`config.mk`:
```
export PLATFORM = sky130hd
export DESIGN_NAME = apb2_bldc_requester
export DESIGN_NICKNAME = d
export VERILOG_FILES = /design/src/rtl/apb2_bldc_requester.sv
export SDC_FILE = /design/constraint.sdc
export NUM_CORES = 1
export LEC_CHECK = 0
export CAP_MARGIN = 0
export CORE_UTILIZATION = 32
export DETAILED_ROUTE_END_ITERATION = 8
export PLACE_DENSITY = 0.67
export SYNTH_ARGS = -nofsm -noshare
export SYNTH_HDL_FRONTEND = slang
export SYNTH_SLANG_ARGS = --single-unit
export TNS_END_PERCENT = 10
```
`constraint.sdc`:
```
create_clock -name pclk -period 1.6 [get_ports pclk]
set_clock_uncertainty 0.05 [all_clocks]
set_input_delay 0.32 -clock pclk [delete_from_list [all_inputs] [get_ports pclk]]
set_output_delay 0.32 -clock pclk [all_outputs]
set_load 0.02 [all_outputs]
```
`src/rtl/apb2_bldc_requester.sv`:
```
// ---------------------------------------------------------------------------
// apb2_bldc_requester
//
// APB2 requester for the BLDC subsystem. Turns a simple valid/ready
// command/response handshake into one APB2 SETUP/ACCESS transfer at a time.
// Wait states are unlimited by default. Completer errors are reported on
// rsp_err.
//
// Optional feature (compile-time macro APB2_BLDC_REQUESTER_TIMEOUT_EN):
//   When the macro is defined, an ACCESS phase that sees pready low for
//   timeout_cycles consecutive cycles is abandoned. The block then reports
//   rsp_err=1 with rsp_rdata=0. When the macro is undefined, ACCESS waits
//   forever for pready.
//
// Parameters:
//   data_width      APB data width, must be a multiple of 8
//   addr_width      APB address width
//   prot_value      constant driven on pprot
//   timeout_cycles  ACCESS wait-state limit (timeout build only)
//
// Ports:
//   pclk, preset                  clock, synchronous active-high reset
//   cmd_valid/cmd_ready           command handshake
//   cmd_write, cmd_addr,          command fields, sampled only at the
//   cmd_wdata, cmd_strb           handshake
//   rsp_valid/rsp_ready           response handshake
//   rsp_rdata, rsp_err            response payload (rdata is 0 for writes)
//   psel, penable, pwrite, paddr,
//   pwdata, pstrb, pprot          APB requester outputs (all registered)
//   prdata, pready, pslverr       APB completer inputs
// ---------------------------------------------------------------------------
module apb2_bldc_requester #(
  parameter int         data_width     = 32,
  parameter int         addr_width     = 8,
  parameter logic [2:0] prot_value     = 3'b000,
  parameter int         timeout_cycles = 256
) (
  input  logic                    pclk,
  input  logic                    preset,

  input  logic                    cmd_valid,
  output logic                    cmd_ready,
  input  logic                    cmd_write,
  input  logic [addr_width-1:0]   cmd_addr,
  input  logic [data_width-1:0]   cmd_wdata,
  input  logic [data_width/8-1:0] cmd_strb,

  output logic                    rsp_valid,
  input  logic                    rsp_ready,
  output logic [data_width-1:0]   rsp_rdata,
  output logic                    rsp_err,

  output logic                    psel,
  output logic                    penable,
  output logic                    pwrite,
  output logic [addr_width-1:0]   paddr,
  output logic [data_width-1:0]   pwdata,
  output logic [data_width/8-1:0] pstrb,
  output logic [2:0]              pprot,
  input  logic [data_width-1:0]   prdata,
  input  logic                    pready,
  input  logic                    pslverr
);

  localparam int strb_width = data_width / 8;

  // Transfer sequencer states
  localparam logic [1:0] IDLE   = 2'd0;
  localparam logic [1:0] SETUP  = 2'd1;
  localparam logic [1:0] ACCESS = 2'd2;
  localparam logic [1:0] RESP   = 2'd3;

  // Reject parameter sets that cannot form whole byte lanes or a valid limit
  if ((data_width % 8) != 0 || data_width < 8) begin : g_bad_data_width
    $error("apb2_bldc_requester: data_width must be a non-zero multiple of 8");
  end
  if (timeout_cycles < 1) begin : g_bad_timeout
    $error("apb2_bldc_requester: timeout_cycles must be at least 1");
  end
  if (addr_width < 3) begin : g_bad_addr_width
    $error("apb2_bldc_requester: addr_width must be at least 3");
  end

  logic [1:0] state;

  // High for the one ACCESS cycle in which the transfer is abandoned because
  // the completer took too long. This is always low without the timeout build.
  logic timeout_hit;

`ifdef APB2_BLDC_REQUESTER_TIMEOUT_EN
  localparam int cnt_width = $clog2(timeout_cycles + 1);
  localparam logic [cnt_width-1:0] last_wait = cnt_width'(timeout_cycles - 1);

  logic [cnt_width-1:0] wait_count;

  // Count consecutive ACCESS cycles with pready low. The count restarts in
  // SETUP, so every transfer gets the full budget. When the count reaches
  // last_wait, the current cycle is the timeout_cycles-th wait state.
  always_ff @(posedge pclk) begin
    if (preset) begin
      wait_count <= '0;
    end else if (state == SETUP) begin
      wait_count <= '0;
    end else if (state == ACCESS && !pready && wait_count != last_wait) begin
      wait_count <= wait_count + 1'b1;
    end
  end

  assign timeout_hit = (state == ACCESS) && !pready && (wait_count == last_wait);
`else
  assign timeout_hit = 1'b0;
`endif

  // Main sequencer. Every output is a register updated here. Reset and the
  // illegal-state recovery path both return the bus to an idle, selectable
  // condition. Reset also drops psel/penable on the next edge, which
  // abandons any transfer in flight.
  always_ff @(posedge pclk) begin
    if (preset) begin
      state     <= IDLE;
      cmd_ready <= 1'b1;
      rsp_valid <= 1'b0;
      rsp_rdata <= '0;
      rsp_err   <= 1'b0;
      psel      <= 1'b0;
      penable   <= 1'b0;
      pwrite    <= 1'b0;
      paddr     <= '0;
      pwdata    <= '0;
      pstrb     <= '0;
      pprot     <= prot_value;
    end else begin
      pprot <= prot_value;
      case (state)
        // Wait for a command. The address is forced word-aligned. Reads
        // never carry strobes, whatever the caller supplied.
        IDLE: begin
          cmd_ready <= 1'b1;
          psel      <= 1'b0;
          penable   <= 1'b0;
          if (cmd_valid) begin
            cmd_ready <= 1'b0;
            psel      <= 1'b1;
            penable   <= 1'b0;
            pwrite    <= cmd_write;
            paddr     <= {cmd_addr[addr_width-1:2], 2'b00};
            pwdata    <= cmd_wdata;
            pstrb     <= cmd_write ? cmd_strb : {strb_width{1'b0}};
            state     <= SETUP;
          end
        end

        // SETUP always lasts a single cycle. The address, data and strobes
        // stay as they are until the transfer ends.
        SETUP: begin
          penable <= 1'b1;
          state   <= ACCESS;
        end

        // Hold the bus until the completer answers. pslverr and prdata only
        // have meaning in the cycle pready is high.
        ACCESS: begin
          if (pready) begin
            rsp_rdata <= pwrite ? {data_width{1'b0}} : prdata;
            rsp_err   <= pslverr;
            psel      <= 1'b0;
            penable   <= 1'b0;
            rsp_valid <= 1'b1;
            state     <= RESP;
          end else if (timeout_hit) begin
            rsp_rdata <= '0;
            rsp_err   <= 1'b1;
            psel      <= 1'b0;
            penable   <= 1'b0;
            rsp_valid <= 1'b1;
            state     <= RESP;
          end
        end

        // Hold the response until it is consumed. Reopening cmd_ready here
        // means the next command can be accepted in the following IDLE cycle
        // at the earliest. This keeps psel low for at least two cycles.
        RESP: begin
          if (rsp_ready) begin
            rsp_valid <= 1'b0;
            cmd_ready <= 1'b1;
            state     <= IDLE;
          end
        end

        default: begin
          state     <= IDLE;
          cmd_ready <= 1'b1;
          rsp_valid <= 1'b0;
          psel      <= 1'b0;
          penable   <= 1'b0;
        end
      endcase
    end
  end

endmodule
```
==> metrics.csv <==
metric,value,unit
cp_slowest_stage_delay,0.40,ns
synth_top_area_frac,0.504,
detail-route-antenna-nets,0,
clkSlewWorstSetupHoldPaths,0.08,ns
dp.cells,658,
worstPathCellList,inv_1 -> ha_2 -> nand2_1 -> buf_12 -> nand2_1 -> a21oi_1,
drive_above_1_share,0.0609,
power_frac_comb,0.385,
grt_max_degree,45,
vias,3219,
grt-ovfl-total,0,
holdWs,0.381,ns
cp_common_cell,nand2_1,
fin_crit_sh,0.939,
yosysMostFrequentCell,nand2_1,
dr.pass1.iters,4,
max_freq,0.665,GHz
syn-mean-instance-area,8.44,sq um
critical-path-slowest-cell,dfxtp_1,
antenna_found_initial,0,
numPortBuffers,160,
cp-end-kind,flip-flop,
power.share.sequential,0.376,
die-area,0.0106,sq mm
hold_path_class,primary input to flip-flop,
syn_area,0.00326,sq mm
via_per_inst,4.77,
synth_edf_count,0,
antennaDiodeCount,0,
ys_seq_area_frac,0.504,
yosysWarnings,0,
drc,0,
cts_tree,done,
h-tree-depth,3,
wl_per_cell,14.3,um
async_flop_share,0,
status,"complete, no violations",
maxCapViolCount,0,
ir_drop,0.000712,V
gp_congestion,0.813,
nets,626,
first_global_vias,3021,
core_area,0.00982,sq mm
p_per_area,1320,mW/mm^2
synth_cells,386,
synthToLayoutAreaGrowth,57.7,%
fin_cells,675,
cts_buffers,9,
cts.sinks,82,
grt_pass1_wl,14100,um
cts_root_buffer,clkbuf_8,
yosys.area.top_type,dfxtp_1,
cts_max_path_buffers,2,
p_leak,0.00219,uW
cts_setup_buffers,0,
wl,9650,um
io_pins,168,
ys_top_cells_by_count,"nand2_1, dfxtp_1, a21oi_1",
critPathBufInv,2,
die_x,103,um
switchingPower,2360,uW
power,6780,uW
yosys-top-cells-area,"dfxtp_1, nand2_1, a21oi_1",
setup_viol,0,
worst_skew_pair.late_latency,0.34,ns
internal_power,4420,uW
grt.total_usage,0.173,
ys_types,29,
crit_fanout,34,
maxSlewViolCount,0,
cp.required,1.83,ns
place_area,0.00499,sq mm
arrival,1.73,ns
die_y,103,um
ys_ff_latch,82,
clockPowerShare,0.239,
rsz0062_at_grt,yes,
worstSetupPathType,flip-flop to flip-flop,
drt_iter0_markers,71,
switching_share,0.348,
synthFlopType,dfxtp_1,
path_delay_family,flip-flops,
std_cell_rows,36,
hold_viol_final,0,
cp-start-kind,flip-flop,
final_area,0.00514,sq mm
initial_core_util,0.332,
min_period,1.50,ns
dpl.hpwl,6390,um
final timing paths:
| check | from | to | slack, ns | cells after the start |
|---|---|---|---|---|
| worst min-delay path | preset | rsp_rdata[14]$_SDFFE_PP0P_ | 0.38 | 3 |
| worst max register to register | state[1]$_SDFFE_PP0P_ | pwdata[9]$_SDFFE_PP0P_ | 0.1 | 6 |
| worst min register to register | rsp_rdata[14]$_SDFFE_PP0P_ | rsp_rdata[14]$_SDFFE_PP0P_ | 0.40 | 2 |
| worst max-delay path | state[1]$_SDFFE_PP0P_ | pwdata[9]$_SDFFE_PP0P_ | 0.1 | 6 |
worst register-to-register path, cell delays in order (launching register included):
cell and delay, ns:
dfxtp_1 0.40, inv_1 0.11, ha_2 0.22, nand2_1 0.19
buf_12 0.22, nand2_1 0.09, a21oi_1 0.16
sequential cells by signal, indices dropped and copies added (netlist names):
name	cells
pwdata	32
rsp_err	1
pwrite	1
psel	1
state	2
pstrb	4
penable	1
rsp_valid	1
cmd_ready	1
paddr	6
rsp_rdata	32
power groups by stage:
stage          Combinational (uW)  Clock, uW  Sequential, uW
2_1_floorplan                1230          0            2980
3_3_place_gp                 2720          0            2590
3_5_place_dp                 2760          0            2610
4_1_cts                      2560       1680            2550
5_1_grt                      2870       1760            2590
6_report                     2610       1620            2550
metal layers:
layer  up-vias  share of wire  routed length (um)  track usage
li1       1595              -                   -            -
met5         -              0                   0            0
met1      1474           0.42                4050        0.196
met3         9           0.12                1130       0.0786
met4         0          0.012                 119       0.0715
met2       141           0.45                4340        0.284
placed cells by master, fill, tap and decap left out, drive strengths merged:
cell | netlist | routed
buf | 25 | 13
nand4b | 32 | 32
a21oi | 78 | 78
and2 | 1 | 1
nand4 | 1 | 1
nand2b | 3 | 3
or2 | 1 | 1
clkbuf | 12 | 15
o31ai | 2 | 2
mux2 | 1 | 1
nand3 | 6 | 6
clkdlybuf4s50 | 0 | 79
a32oi | 1 | 1
bufinv | 0 | 2
a2bb2oi | 1 | 1
ha | 6 | 6
mux2i | 1 | 1
dlygate4sd2 | 0 | 80
inv | 3 | 3
nor2b | 3 | 3
conb | 1 | 5
nor2 | 2 | 2
o22ai | 1 | 1
nand3b | 1 | 1
o311a | 1 | 1
o21ai | 1 | 1
nand2 | 120 | 120
dfxtp | 82 | 82
layout make-up:
cell class	instances	area, sq um
Sequential cell	82	1640
Tap cell	133	166
Inverter	3	11.3
Clock inverter	2	60.1
Fill cell	989	4680
Multi-Input combinational cell	268	1410
Clock buffer	14	153
Timing Repair Buffer	173	1700
cell families (layout without fill, tap and decap cells):
kind of cell | Yosys count | count (layout) | share of synthesized area
flip-flops | 82 | 82 | 0.504
other | 1 | 5 | 0.00115
AND/OR/NAND/NOR | 170 | 170 | 0.257
AO/OA/AOI/OAI | 85 | 85 | 0.137
buffers and inverters | 40 | 192 | 0.0714
multiplexers | 2 | 2 | 0.00653
adder cells (fa/ha/maj) | 6 | 6 | 0.0230
per-stage QoR:
step	utilization	setup TNS [ns]	setup WS (ns)
after detailed placement	0.509	-0.147	-0.0510
after global placement	0.509	-0.0298	-0.0298
final	0.523	0	0.0972
after CTS	0.520	0	0.00728
after global routing	0.523	-0.222	-0.0388
after floorplan	-	0	0.229
timing repair:
item                       CTS  global route
setup endpoints to repair   80            43
gates resized for setup     80             4
pin swaps                    0             0
hold buffers                 0             0
cloned                       0             1
(Power assumes the default switching activity.)
==> patch, RTL diff (config.mk and constraints unchanged) <==
Build with the macro `APB2_BLDC_REQUESTER_TIMEOUT_EN` defined.
--- a/src/rtl/apb2_bldc_requester.sv
+++ b/src/rtl/apb2_bldc_requester.sv
@@ -29,6 +29,8 @@
 //   pwdata, pstrb, pprot          APB requester outputs (all registered)
 //   prdata, pready, pslverr       APB completer inputs
 // ---------------------------------------------------------------------------
+`define APB2_BLDC_REQUESTER_TIMEOUT_EN
+
 module apb2_bldc_requester #(
   parameter int         data_width     = 32,
   parameter int         addr_width     = 8,
Formal check against the unedited RTL: no difference found for any inputs over 10 cycles, from zero or initial values and one cycle with preset high; that may be too few to reach the edited logic, so the function may still have changed.
==> patch against the original RTL <==
The flow now finishes with violations (setup timing); sequential cell count up 9; final area is 10% higher; count of clock-buffer cells in the layout fell by 3; synthesized area increased by 7.1%; power decreased by 0.53%; routed wire length increased by 4.2%; setup slack worse by 0.43 ns; highest routed layer unchanged; critical endpoint is now wait_count[5].
==> patch: results (changes against the original RTL) <==
* Fill cells at 1032 (was 989)
* Routability Congestion at 0.7389 (was 0.8134)
* Worst Setup EP: wait_count[5] (was pwdata[9])
* Status: finished, violations left (was complete, no violations)
* Largest registers: pwdata (32), rsp_rdata (32), wait_count (9) (was pwdata (32), rsp_rdata (32), paddr (6))
* Sequential area share after synthesis at 52.21% (was 50.36%)
* Avg Cell Area, Syn at 8.097 um2 (was 8.444 um2)
* Setup TNS at -4.433 ns (was 0 ns)
* CTS resizes at 85 (was 80)
* Post-synth cell types at 34 (was 29)
* Place WS at -0.3216 ns (was -0.05102 ns)
* Setup Viol. Count Final at 46 (was 0)
* Worst Path Arrival at 2.12 ns (was 1.73 ns)
* Nets at 695 (was 626)
* Leak at 2.400 nW (was 2.185 nW)
* First-pass GRT wire length at 15.91 mm (was 14.11 mm)
* Post-DP HPWL at 6.930 mm (was 6.391 mm)
* Failing checks: setup timing
* Area after DPL at 5436 um2 (was 4994 um2)
* Largest cells by area after synthesis: dfxtp_1, nand2_1, a21oi_1 (unchanged)
* Proportion of layout cells with a drive suffix above 1 at 12.48% (was 6.089%)
* Worst Path Max Fanout at 7 (was 34)
* Largest net degree at the start of global routing at 44 (was 45)
* Final setup margin at -0.3317 ns (was 0.09719 ns)
* Cell Count, Final, Fillers Out at 745 (was 675)
* Vias at 3545 (was 3219)
* WL final at 10.05 mm (was 9.645 mm)
* Worst hold slack at 0.1564 ns (was 0.3812 ns)
* Setup Fix Bufs, Post-CTS at 3 (was 0)
* Vias in the first global route at 3448 (was 3021)
* Pwr Density at 1190 nW/um2 (was 1320 nW/um2)
* Sw Pwr at 2.164 mW (was 2.363 mW)
* Placed cells at 726 (was 658)
* P_seq at 2.71 mW (was 2.55 mW)
* Gr usage total at 17.64% (was 17.33%)
* Drt initial violations at 104 (was 71)
-- patch: cell count changes after synthesis, moves of 3 or more --
cell	before	now
nand3_1	5	40
inv_1	3	6
o21a_1	0	3
a21oi_1	77	83
buf_2	12	1
or4_1	0	4
clkbuf_1	12	29
nor2_1	2	5
o31ai_1	2	5
dfxtp_1	82	91
nand4b_1	32	0
buf_6	5	0
-- patch: cell type report --
type	count	area, um2	area share [%]
flip-flops and latches	91	1826	32.21
repair buffers	194	1814	32.01
multi-input cells	302	1594	28.12
well taps	136	170.2	3.002
clock buffers	11	141.4	2.494
clock inverters	5	100.1	1.766
inverters	6	22.52	0.3974
-- patch: worst min path at each step --
| stage | cells past startpoint | end | startpoint |
|---|---|---|---|
| 6_report | 2 | state[0] | preset |
| 3_3_place_gp | 2 | rsp_rdata[31] | rsp_rdata[31] |
| 2_1_floorplan | 2 | wait_count[6] | wait_count[6] |
| 4_1_cts | 2 | state[0] | preset |
| 5_1_grt | 2 | state[0] | preset |
| 3_5_place_dp | 2 | rsp_rdata[13] | rsp_rdata[13] |
-- patch: critical path: stages (launching register included) --
cell     delay, ns
dfxtp_2       0.34
ha_4          0.16
nand3_2       0.07
nor2_2        0.04
ha_2          0.18
or3b_4        0.41
buf_4         0.17
o31ai_1       0.32
a21oi_2       0.09
-- patch: logic make-up after synthesis --
group	after synthesis	synth area share [%]
buf+inv	42	5.199
fa+ha+maj	8	2.869
xor+xnor	1	0.2510
simple gates	186	23.31
compound gates	101	15.74
other cells	1	0.1075
mux	1	0.3227
flops	91	52.21
-- patch: metal layers --
metal	share of wire, %	vias to the layer above	track usage (%)	wire length (um)
li1	-	1784	-	-
met1	40	1607	19.77	4031
met2	47	141	29.36	4731
met3	11	13	7.480	1128
met4	1.6	0	7.241	163
met5	0	-	0	0
